<file path="src/rtl/fetch_pc_gen.sv">
// Next-fetch-PC generator: sequential, predicted-taken and mispredict
// recovery selection, squash/flush pulses and branch perf counters.
module fetch_pc_gen #(
   parameter int unsigned ADDR_W = 40,
   parameter logic [ADDR_W-1:0] RESET_PC = '0,
   parameter int unsigned CNT_W = 32
) (
   input  logic              clk,
   input  logic              rst,
   input  logic              stall_fetch,
   input  logic              if_branch_dec,
   input  logic [ADDR_W-1:0] dec_pc,
   input  logic              predict,
   input  logic [1:0]        predictor_tnt,
   input  logic [ADDR_W-1:0] predictor_target,
   input  logic              if_branch_ex,
   input  logic              predictor_hit,
   input  logic [ADDR_W-1:0] exe_branch_result,
   output logic [ADDR_W-1:0] fetch_pc,
   output logic              fetch_valid,
   output logic              dec_squash,
   output logic              exe_flush,
   output logic [CNT_W-1:0]  branch_cnt,
   output logic [CNT_W-1:0]  mispredict_cnt
);

   typedef enum logic [1:0] {
      BOOT    = 2'd0,
      RUN     = 2'd1,
      RECOVER = 2'd2
   } state_t;

   state_t            state;
   logic              pend_vld;
   logic [ADDR_W-1:0] pend_pc;
   logic              mispredict;
   logic              dec_taken;

   // dec_pc is carried for debug visibility only; the target comes from the predictor
   logic unused_dec_pc;
   assign unused_dec_pc = ^dec_pc;

   assign mispredict = if_branch_ex & ~predictor_hit;
   assign dec_taken  = if_branch_dec & predict & predictor_tnt[1];

   always_ff @(posedge clk) begin
      if (!rst) begin
         state          <= BOOT;
         fetch_pc       <= RESET_PC;
         fetch_valid    <= 1'b0;
         dec_squash     <= 1'b0;
         exe_flush      <= 1'b0;
         pend_vld       <= 1'b0;
         pend_pc        <= '0;
         branch_cnt     <= '0;
         mispredict_cnt <= '0;
      end else begin
         dec_squash <= 1'b0;
         exe_flush  <= 1'b0;

         if (if_branch_ex && branch_cnt != '1)
            branch_cnt <= branch_cnt + 1'b1;
         if (mispredict && mispredict_cnt != '1)
            mispredict_cnt <= mispredict_cnt + 1'b1;

         if (state == BOOT) begin
            state       <= RUN;
            fetch_valid <= 1'b1;
         end else if (mispredict) begin
            exe_flush <= 1'b1;
            if (stall_fetch) begin
               // youngest resolved branch wins while waiting on the stall
               pend_vld    <= 1'b1;
               pend_pc     <= exe_branch_result;
               fetch_valid <= 1'b0;
            end else begin
               pend_vld    <= 1'b0;
               fetch_pc    <= exe_branch_result;
               fetch_valid <= 1'b1;
               state       <= RECOVER;
            end
         end else if (stall_fetch) begin
            fetch_valid <= fetch_valid;
         end else if (pend_vld) begin
            pend_vld    <= 1'b0;
            fetch_pc    <= pend_pc;
            fetch_valid <= 1'b1;
            state       <= RECOVER;
         end else if (state == RUN && dec_taken) begin
            fetch_pc   <= predictor_target;
            dec_squash <= 1'b1;
         end else begin
            fetch_pc <= fetch_pc + ADDR_W'(4);
            state    <= RUN;
         end
      end
   end

endmodule

</file>
<file path="config.mk">
export PLATFORM = sky130hd
export DESIGN_NAME = fetch_pc_gen
export DESIGN_NICKNAME = d
export VERILOG_FILES = /design/src/rtl/fetch_pc_gen.sv
export SDC_FILE = /design/constraint.sdc
export NUM_CORES = 1
export LEC_CHECK = 0
export ABC_AREA = 1
export CORE_MARGIN = 4
export CORE_UTILIZATION = 40
export CTS_CLUSTER_DIAMETER = 150
export DETAILED_ROUTE_END_ITERATION = 6
export PLACE_DENSITY = 0.69
export SYNTH_ARGS = -nofsm -noshare
export SYNTH_HDL_FRONTEND = slang
export SYNTH_SLANG_ARGS = --single-unit
</file>
<file path="constraint.sdc">
create_clock -name clk -period 2.16 [get_ports clk]
set_input_delay 0.432 -clock clk [delete_from_list [all_inputs] [get_ports clk]]
set_output_delay 0.432 -clock clk [all_outputs]
set_load 0.05 [all_outputs]
</file>
==> results of run 1 <==
[Yosys cell counts (4+ instances only)]
cell and instances:
nand2_1 379, a21oi_1 182, dfxtp_1 150, nor2_1 141, inv_1 118, o21ai_0 91
nand3_1 57, clkbuf_1 39, nor3_1 39, xor2_1 37, nand4_1 26, xnor2_1 18
nand2_2 14, o211ai_1 14, buf_2 11, a21oi_2 10, buf_1 9, inv_2 9
o21ai_1 9, a31oi_1 8, nor2_2 7, nand3b_1 6, o21bai_1 4
[routing by layer]
metal  wire length (um)  GRT usage [%]  vias up
met1              13500           31.5     4621
met3               1980           3.85       51
li1                   -              -     5081
met5                  0              0        -
met2              14600           41.6      342
met4                622           6.82        0
[kinds of logic (layout without fill, tap and decap cells)]
group,Yosys count,count (layout),share of synthesized area (%)
AO/OA/AOI/OAI,328,328,19.6
XOR/XNOR,55,55,5.35
adder cells (fa/ha/maj),3,3,0.417
buffers and inverters,190,413,8.43
flip-flops,150,150,33.4
AND/OR/NAND/NOR,688,688,32.8
[cell usage in the layout, fill, tap and decap left out, types with 3 or more instances in the layout]
cell             instances
nand2_1                379
a21oi_1                182
dfxtp_1                150
nor2_1                 138
inv_1                  117
clkdlybuf4s50_1        114
o21ai_0                 91
buf_4                   63
nand3_1                 57
nor3_1                  38
xor2_1                  37
dlymetal6s2s_1          34
dlygate4sd2_1           33
nand4_1                 26
xnor2_1                 18
clkbuf_16               17
nand2_2                 14
o211ai_1                14
nor2_2                  10
a21oi_2                 10
buf_12                  10
inv_2                    9
o21ai_1                  9
a31oi_1                  8
nand3b_1                 6
o21bai_1                 4
nor3_2                   3
a211oi_1                 3
nor4_1                   3
and3_1                   3
or2_2                    3
clkinv_4                 3
[sequential cells by signal (all words and copies together) (netlist names)]
register	cells
pend_vld	1
exe_flush	1
dec_squash	1
mispredict_cnt	32
state	2
pend_pc	40
branch_cnt	32
fetch_pc	40
fetch_valid	1
[layout make-up]
cell class / instances / area share [%]
Tap cell: 280 / 2.87
Sequential cell: 150 / 24.6
Clock buffer: 20 / 3.66
Timing Repair Buffer: 255 / 20.8
Multi-Input combinational cell: 1074 / 43.1
Inverter: 128 / 3.96
Clock inverter: 10 / 1.02
[power by group]
| group | switching [mW] | internal (mW) | total, mW |
|---|---|---|---|
| logic | 0.626 | 0.426 | 1.05 |
| clock network | 1.25 | 1.73 | 2.98 |
| registers | 0.0863 | 2.85 | 2.93 |
[worst min-delay path: stages]
cell and delay [ns]:
buf_2 0.23, o21ai_0 0.13, a21oi_1 0.04
[path summary, 6_finish.rpt]
check / to / slack (ns)
worst max-delay path: branch_cnt[6] / 0.04
worst min-delay path: pend_pc[11]$_SDFFE_PN0P_ / 0.45
worst max register to register: branch_cnt[0]$_SDFFE_PN0P_ / 0.22
worst min register to register: pend_pc[5]$_SDFFE_PN0P_ / 0.46
[stage by stage]
step                setup slack, ns  util (%)  hold slack [ns]  area, um2
floorplan                    0.0397         -            0.439       9000
global placement             -0.103      52.7            0.447      11600
detailed placement           -0.132      52.7            0.455      11600
CTS                        0.000752      55.1            0.431      12100
global route               0.000555      55.5            0.462      12200
finish                       0.0377      55.5            0.454      12200
==> summary.md, run 1 <==
| Metric | Value |
|---|---|
| Status | `finished clean` |
| Hold-critical path depth | `3` |
| Layout cell share with drive strength beyond 1 | `9.77%` |
| Pre-antenna DRT Iters | `5` |
| Syn Inst Count | `1414` |
| Clk_skew | `approximately 0.011 ns` |
| Routed vias | `roughly 10000` |
| Final wirelength | `roughly 31 mm` |
| Number of synthesized flops with an enable pin | `0` |
| Inserted Diodes | `0` |
| Congestion Overflow GR | `0` |
| Register Area | `approximately 3000 um2` |
| Port Buf Inserts | `roughly 190` |
| Synth-to-Final Area Change | `35.5%` |
| Max Freq | `approximately 470 MHz` |
| Vias in the first global route | `~9400` |
| Final setup viols | `0` |
| CTS tree | `done` |
| # rows | `54` |
| Setup crit end kind | `output pin` |
| CTS sink cnt | `150` |
| Clock Latency Late Sink | `~0.43 ns` |
| Final worst path period share | `a little over nine tenths` |
| Post-synthesis register bit count | `150` |
| DR vias/cell | `~5.3` |
| Initial antenna violation count | `0` |
| Fillers | `2195` |
| Sequential fraction of the synthesis area | `33.4%` |
| Htree depth | `4` |
| Power Density | `about 570 nW/um2` |
| Slew @ Worst Pin | `~0.56 ns` |
| Largest net degree at the start of global routing | `42` |
| CP max stage delay | `between 0.8 and 0.9 ns` |
| Cell variety after synth | `46` |
| ANT nets after route | `0` |
| Final HPWL DP | `~23 mm` |
| Max Cap Viol | `0` |
| Worst path arrival time | `~1.7 ns` |
| Die Y | `roughly 160 um` |
| CP bufs+invs | `1` |
| Ports | `roughly 240` |
| Slowest-stage cell, CP | `clkdlybuf4s50_1` |
| First-pass GRT wire length | `48.6 mm` |
| Synth Flop Type | `dfxtp_1` |
| Core footprint | `22000 um2` |
| GPL Wtd Cong | `approximately 1.1` |
| Max-slew violation count | `0` |
| Leakage Power | `between 5 and 6 nW` |
| Clk buf depth | `2` |
| Die Width | `~160 um` |
| VDD IR max | `0.000466 V` |
| WL/cell | `approximately 16 um` |
| Tmin final | `about 2.1 ns` |
| Clock root buffer master | `clkbuf_16` |
| Yosys top cell area share | `about a third` |
| Final Hold Viols | `0` |
| Ys async rst share | `0%` |
| Synth Cell Area | `about 9000 um2` |
| Slew headroom | `62.6%` |
| Area of the multi-input gates | `5250 um2` |
| Yosys warns | `0` |
| Post-CTS resize count | `33` |
| Cell taking the most area after synthesis | `dfxtp_1` |
| Initial core utilization | `between 40% and 50%` |
| FF-to-FF path depth | `10` |
| Worst setup path category | `flop to output pin` |
| Max FO, Critical Path | `5` |
| Post-CTS Setup Repair Bufs | `0` |
| Remaining DRCs | `0` |
| Avg Inst Size Synth | `6.36 um2` |
| Die outline area | `~25000 um2` |
| Startpoint types | `flop` |
| CTS Hold Bufs | `0` |
| Pwr Total | `about 7.0 mW` |
| Setup TNS | `0 ns` |
| Non-Filler Instances | `1917` |
| DRT iter0 DRCs | `about 700` |
| Worst Setup SP | `branch_cnt[6]$_SDFFE_PN0P_` |
| Hold_sp | `rst` |
| RR Startpoint | `branch_cnt[1]$_SDFFE_PN0P_` |
| Worst path top cell family by delay | `buffers and inverters` |
| Synth area leaders | `dfxtp_1, nand2_1, a21oi_1` |
| HP Class | `input pin to flop` |
| Cts bufs inserted | `17` |
| RSZ-0062 raised after global routing | `false` |
| WP depth | `1` |
| Syn nets | `1546` |
| Crit-path cells | `clkdlybuf4s50_1` |
| Required time worst endpoint | `1.73 ns` |
| Layout Nets | `between 1500 and 2000` |
| Clock transition at the registers of the reported paths | `approximately 0.070 ns` |
| Total GRT Usage | `~24%` |
| Cells after DPL | `~1900` |
(Power assumes the default switching activity.)
==> inputs of run 2 (changes only) <==
--- a/config.mk
+++ b/config.mk
@@ -6,7 +6,7 @@
 export NUM_CORES = 1
 export LEC_CHECK = 0
 export ABC_AREA = 1
-export CORE_MARGIN = 4
+export CORE_MARGIN = 2
 export CORE_UTILIZATION = 40
 export CTS_CLUSTER_DIAMETER = 150
 export DETAILED_ROUTE_END_ITERATION = 6
==> constraint.sdc (replaced) <==
create_clock -name clk -period 2.5 [get_ports clk]
set_input_delay 0.5 -clock clk [delete_from_list [all_inputs] [get_ports clk]]
set_output_delay 0.5 -clock clk [all_outputs]
set_load 0.05 [all_outputs]
==> run 2 against run 1 <==
Compared with the run above:
- total power down 13%
- global-route usage grew 1.0 points
- setup slack better by 0.13 ns
- sequential power down 13%
- non-clock buffer count shrank 28
- register-to-register slack improved by 0.15 ns
- final area down 2.6%
- hold slack improved by 0.0091 ns
- clock-buffer cell count is 1 lower
- clock skew is essentially flat
- highest routed layer unchanged
==> summary.md, run 2 (same netlist as run 1, synthesis figures left out) <==
| Metric | Value |
|---|---|
| RSZ-0062 raised after global routing | `false` |
| First-pass GRT wire length | `around 49 mm` |
| Slew headroom | `58.0%` |
| Crit-path cells | `clkdlybuf4s50_1` |
| Initial core utilization | `41.0%` |
| Required time worst endpoint | `2.00 ns` |
| Clk buf depth | `2` |
| Initial antenna violation count | `0` |
| Tmin final | `approximately 2.3 ns` |
| Largest net degree at the start of global routing | `60` |
| Commonest non-fill, non-tap cells in the layout | `nand2_1, clkdlybuf4s50_1, a21oi_1` |
| Max-slew violation count | `0` |
| CTS sink cnt | `150` |
| Final setup viols | `0` |
| Setup crit end kind | `output pin` |
| Worst path top cell family by delay | `buffers and inverters` |
| Cell area after placement | `11300 um2` |
| Pre-antenna DRT Iters | `5` |
| Max FO, Critical Path | `8` |
| Post-Place Setup Slack | `~0.11 ns` |
| RR Endpoint | `fetch_pc[32]$_SDFFE_PN0P_` |
| Cells after DPL | `1859` |
| Inserted Diodes | `0` |
| WL/cell | `15.9 um` |
| Final Hold Viols | `0` |
| Leading cell type in the layout, fill and taps excluded | `nand2_1` |
| Die Width | `~150 um` |
| Clk_skew | `a little over 0.01 ns` |
| Cts bufs inserted | `17` |
| GPL Wtd Cong | `approximately 1.0` |
| Startpoint types | `flop` |
| Port Buf Inserts | `194` |
| RR Startpoint | `fetch_pc[2]$_SDFFE_PN0P_` |
| CP max stage delay | `between 0.8 and 0.9 ns` |
| Setup TNS | `0 ns` |
| Clock transition at the registers of the reported paths | `about 0.060 ns` |
| Fillers | `2189` |
| CP bufs+invs | `1` |
| Routed vias | `between 9000 and 10000` |
| DR vias/cell | `5.28` |
| Final Instance Area | `about 12000 um2` |
| Clock Latency Late Sink | `between 0.4 and 0.5 ns` |
| Slew @ Worst Pin | `0.630 ns` |
| Hold-critical path depth | `2` |
| Congestion Overflow GR | `0` |
| CTS Hold Bufs | `0` |
| Hold_sp | `pend_pc[8]$_SDFFE_PN0P_` |
| R2r setup slk | `0.37 ns` |
| Final HPWL DP | `between 20 and 25 mm` |
| Worst path arrival time | `roughly 1.8 ns` |
| HP Class | `flop to flop` |
| Vias in the first global route | `about 9400` |
| Total GRT Usage | `25.2%` |
| Pwr Total | `around 6.0 mW` |
| Status | `finished clean` |
| CTS tree | `done` |
| Power Density | `a little over 500 nW/um2` |
| Die Y | `between 150 and 200 um` |
| Synth-to-Final Area Change | `32.0%` |
| Post-CTS resize count | `0` |
| VDD IR max | `between 0.0004 and 0.0005 V` |
| Non-Filler Instances | `roughly 1900` |
| Max Cap Viol | `0` |
| Final wirelength | `~30 mm` |
| ANT nets after route | `0` |
| Remaining DRCs | `0` |
| WP depth | `1` |
| Worst setup path category | `flop to output pin` |
| Max Freq | `429 MHz` |
| Core footprint | `22000 um2` |
| Layout Nets | `1730` |
| Leakage Power | `roughly 4.3 nW` |
| Ports | `236` |
| Endpoint of the worst hold path | `pend_pc[8]$_SDFFE_PN0P_` |
| Post-CTS Setup Repair Bufs | `0` |
| Htree depth | `4` |
| Clock root buffer master | `clkbuf_16` |
| Largest regs | `fetch_pc: 40 flops, pend_pc: 40 flops` |
| Setup ws final | `between 0.15 and 0.2 ns` |
| Final worst path period share | `slightly above 90%` |
| Layout cell share with drive strength beyond 1 | `7.39%` |
| Die outline area | `23700 um2` |
| # rows | `54` |
| DRT iter0 DRCs | `approximately 660` |
| Slowest-stage cell, CP | `clkdlybuf4s50_1` |
| FF-to-FF path depth | `12` |
-- run 2: changes by cell type in the layout (fill, tap and decap cells not counted), sizes merged, moves of 3 or more --
| cell | change |
|---|---|
| clkdlybuf4s50 | +79 |
| dlygate4sd2 | -33 |
| dlymetal6s2s | -34 |
| clkinv | +3 |
| buf | -40 |
-- run 2: where the power goes --
group          switching (mW)  internal [mW]  leakage (nW)
sequential             0.0816           2.46          1.22
clock                    1.12           1.51         0.291
combinational           0.519          0.342          2.84
total                    1.72           4.32          4.35
-- run 2: per-stage QoR --
stage,util (%),hold WS (ns)
finish,54.1,0.463
global route,54.1,0.490
CTS,54.1,0.463
detailed placement,51.4,0.453
global placement,51.4,0.448
floorplan,-,0.439
-- run 2: final cells by class --
class	count	area [um2]	share of cell area, %
Multi-Input combinational cell	1074	5240	44.1
Sequential cell	150	3000	25.3
Timing Repair Buffer	227	2210	18.6
Inverter	128	480	4.05
Clock buffer	19	443	3.73
Tap cell	280	350	2.95
Clock inverter	13	149	1.25
-- run 2: per-layer routing --
layer	wire (um)	GRT usage (%)	vias to the layer above
met3	1720	3.21	33
met2	14600	43.8	316
met4	518	7.83	0
met1	13200	32.6	4612
met5	0	0	-
li1	-	-	5017
-- run 2: worst max-delay path by stage --
stage / from / end / slack [ns]
after floorplan: fetch_pc[2]$_SDFFE_PN0P_ / fetch_pc[36]$_SDFFE_PN0P_ / 0.38
after global placement: predictor_tnt[1] / fetch_pc[27]$_SDFFE_PN0P_ / 0.12
after detailed placement: predictor_tnt[1] / fetch_pc[35]$_SDFFE_PN0P_ / 0.11
after CTS: mispredict_cnt[2]$_SDFFE_PN0P_ / mispredict_cnt[2] / 0.15
after global routing: mispredict_cnt[2]$_SDFFE_PN0P_ / mispredict_cnt[2] / 0.13
final: mispredict_cnt[2]$_SDFFE_PN0P_ / mispredict_cnt[2] / 0.17
==> inputs of run 3 (changes only) <==
--- a/config.mk
+++ b/config.mk
@@ -6,11 +6,14 @@
 export NUM_CORES = 1
 export LEC_CHECK = 0
 export ABC_AREA = 1
+export CAP_MARGIN = 20
+export CELL_PAD_IN_SITES_DETAIL_PLACEMENT = 0
+export CELL_PAD_IN_SITES_GLOBAL_PLACEMENT = 1
 export CORE_MARGIN = 2
-export CORE_UTILIZATION = 40
+export CORE_UTILIZATION = 37
 export CTS_CLUSTER_DIAMETER = 150
 export DETAILED_ROUTE_END_ITERATION = 6
-export PLACE_DENSITY = 0.69
+export PLACE_DENSITY = 0.88
 export SYNTH_ARGS = -nofsm -noshare
 export SYNTH_HDL_FRONTEND = slang
 export SYNTH_SLANG_ARGS = --single-unit
==> run 3 against run 2 <==
Compared with the run above:
- global-route usage down 1.2 points
- sequential power about the same
- via count down 0.64%
- clock-buffer cell count down 2
- core utilization down 4.4 points
- sequential share of layout area down 0.21 points
- total power up 0.78%
- final area up 0.84%
- critical path depth unchanged
- hold slack better by 0.0015 ns
- setup slack better by 0.0053 ns
- critical endpoint unchanged
- largest power group unchanged
==> summary.md, run 3 (same netlist as run 1, synthesis figures left out) <==
| Metric | Value |
|---|---|
| Status | `finished clean` |
| # rows | `between 50 and 60` |
| DRT iter0 DRCs | `between 500 and 600` |
| CTS sink cnt | `150` |
| Core footprint | `approximately 24000 um2` |
| Clk buf depth | `2` |
| RR Startpoint | `fetch_pc[2]$_SDFFE_PN0P_` |
| Post-CTS Setup Repair Bufs | `0` |
| Die Y | `~160 um` |
| RSZ-0062 raised after global routing | `false` |
| Cts bufs inserted | `17` |
| Setup crit end kind | `output pin` |
| FF-to-FF path depth | `13` |
| Final HPWL DP | `22.7 mm` |
| Htree depth | `4` |
| Remaining DRCs | `0` |
| Pre-antenna DRT Iters | `5` |
| Layout cell share with drive strength beyond 1 | `roughly 7.3%` |
| Routed vias | `just under 10000` |
| Die Width | `160 um` |
| Commonest non-fill, non-tap cells in the layout | `nand2_1, clkdlybuf4s50_1, a21oi_1` |
| Largest net degree at the start of global routing | `60` |
| HP Class | `flop to flop` |
| CTS tree | `done` |
| Worst path top cell family by delay | `buffers and inverters` |
| RR Endpoint | `fetch_pc[36]$_SDFFE_PN0P_` |
| Setup ws final | `0.174 ns` |
| Final worst path period share | `about 93%` |
| First-pass GRT wire length | `49.6 mm` |
| Non-Filler Instances | `a little under 2000` |
| CTS Hold Bufs | `0` |
| Worst setup path category | `flop to output pin` |
| Cells after DPL | `1902` |
| Post-CTS resize count | `0` |
| Die outline area | `approximately 26000 um2` |
| VDD IR max | `0.000296 V` |
| Startpoint types | `flop` |
| Clock transition at the registers of the reported paths | `around 0.070 ns` |
| Hold_sp | `pend_pc[4]$_SDFFE_PN0P_` |
| Tmin final | `between 2 and 2.5 ns` |
| Worst path arrival time | `roughly 1.8 ns` |
| Ports | `~240` |
| R2r setup slk | `about 0.31 ns` |
| CP max stage delay | `roughly 0.88 ns` |
| Slew @ Worst Pin | `between 0.6 and 0.7 ns` |
| Crit-path cells | `clkdlybuf4s50_1` |
| Final Instance Area | `about 12000 um2` |
| Leading cell type in the layout, fill and taps excluded | `nand2_1` |
| ANT nets after route | `0` |
| Vias in the first global route | `9437` |
| Required time worst endpoint | `2.00 ns` |
| Power Density | `a little over 500 nW/um2` |
| Inserted Diodes | `0` |
| WL/cell | `roughly 16 um` |
| Final Hold Viols | `0` |
| Leakage Power | `about 4.4 nW` |
| Largest regs | `fetch_pc: 40 flops, pend_pc: 40 flops` |
| CP bufs+invs | `1` |
| Synth-to-Final Area Change | `33.1%` |
| Layout Nets | `around 1700` |
| GPL Wtd Cong | `a little over 1` |
| Total GRT Usage | `24.0%` |
| Max FO, Critical Path | `8` |
| Slew headroom | `a little over half` |
| Max Freq | `around 430 MHz` |
| Clk_skew | `0.0117 ns` |
| Clock root buffer master | `clkbuf_16` |
| Clock Latency Late Sink | `between 0.4 and 0.5 ns` |
| Congestion Overflow GR | `0` |
| Final setup viols | `0` |
| Post-Place Setup Slack | `-0.0124 ns` |
| DR vias/cell | `around 5` |
| Setup TNS | `0 ns` |
| Port Buf Inserts | `194` |
| Slowest-stage cell, CP | `clkdlybuf4s50_1` |
| Max Cap Viol | `0` |
| Final wirelength | `31.0 mm` |
| Endpoint of the worst hold path | `pend_pc[4]$_SDFFE_PN0P_` |
| Max-slew violation count | `0` |
| Cell area after placement | `11400 um2` |
| Hold-critical path depth | `2` |
| Initial antenna violation count | `0` |
| Initial core utilization | `roughly 37%` |
run 3: cell count changes in the layout (fill, tap and decap cells not counted), sizes merged:
cell	delta
clkbuf	-2
clkinv	-2
inv	+2
buf	-1
clkinvlp	+1
run 3: routing by layer:
| metal | vias up | global-route usage [%] | share of wire, % |
|---|---|---|---|
| li1 | 5021 | - | - |
| met1 | 4561 | 30.5 | 45 |
| met2 | 285 | 41.3 | 48 |
| met3 | 47 | 4.23 | 4.6 |
| met4 | 0 | 8.19 | 2.4 |
| met5 | - | 0 | 0 |
run 3: worst max path at each step:
| stage | from | to | slack (ns) | cells after the start |
|---|---|---|---|---|
| finish | mispredict_cnt[2]$_SDFFE_PN0P_ | mispredict_cnt[2] | 0.17 | 1 |
| detailed placement | if_branch_dec | fetch_pc[21]$_SDFFE_PN0P_ | -0.01 | 11 |
| global route | fetch_pc[2]$_SDFFE_PN0P_ | fetch_pc[24]$_SDFFE_PN0P_ | 0.07 | 12 |
| floorplan | fetch_pc[2]$_SDFFE_PN0P_ | fetch_pc[36]$_SDFFE_PN0P_ | 0.38 | 12 |
| CTS | mispredict_cnt[2]$_SDFFE_PN0P_ | mispredict_cnt[2] | 0.14 | 1 |
| global placement | predictor_tnt[1] | fetch_pc[21]$_SDFFE_PN0P_ | 0.07 | 11 |
run 3: layout make-up:
class	instances	area, um2
well taps	324	405
clock inverters	14	169
multi-input cells	1074	5240
clock buffers	17	425
fillers	2571	12100
inverters	128	480
flip-flops and latches	150	3000
repair buffers	226	2250
run 3: metrics by stage:
stage / hold slack (ns) / util, % / power, mW
after floorplan: 0.439 / - / 3.07
after global placement: 0.448 / 47.2 / 3.46
after detailed placement: 0.454 / 47.2 / 3.47
after CTS: 0.464 / 49.7 / 6.13
after global routing: 0.472 / 49.7 / 6.29
final: 0.464 / 49.7 / 6.08
run 3: report_power, final:
group	internal [mW]	switching (mW)
sequential	2.46	0.0801
combinational	0.349	0.529
clock	1.50	1.17
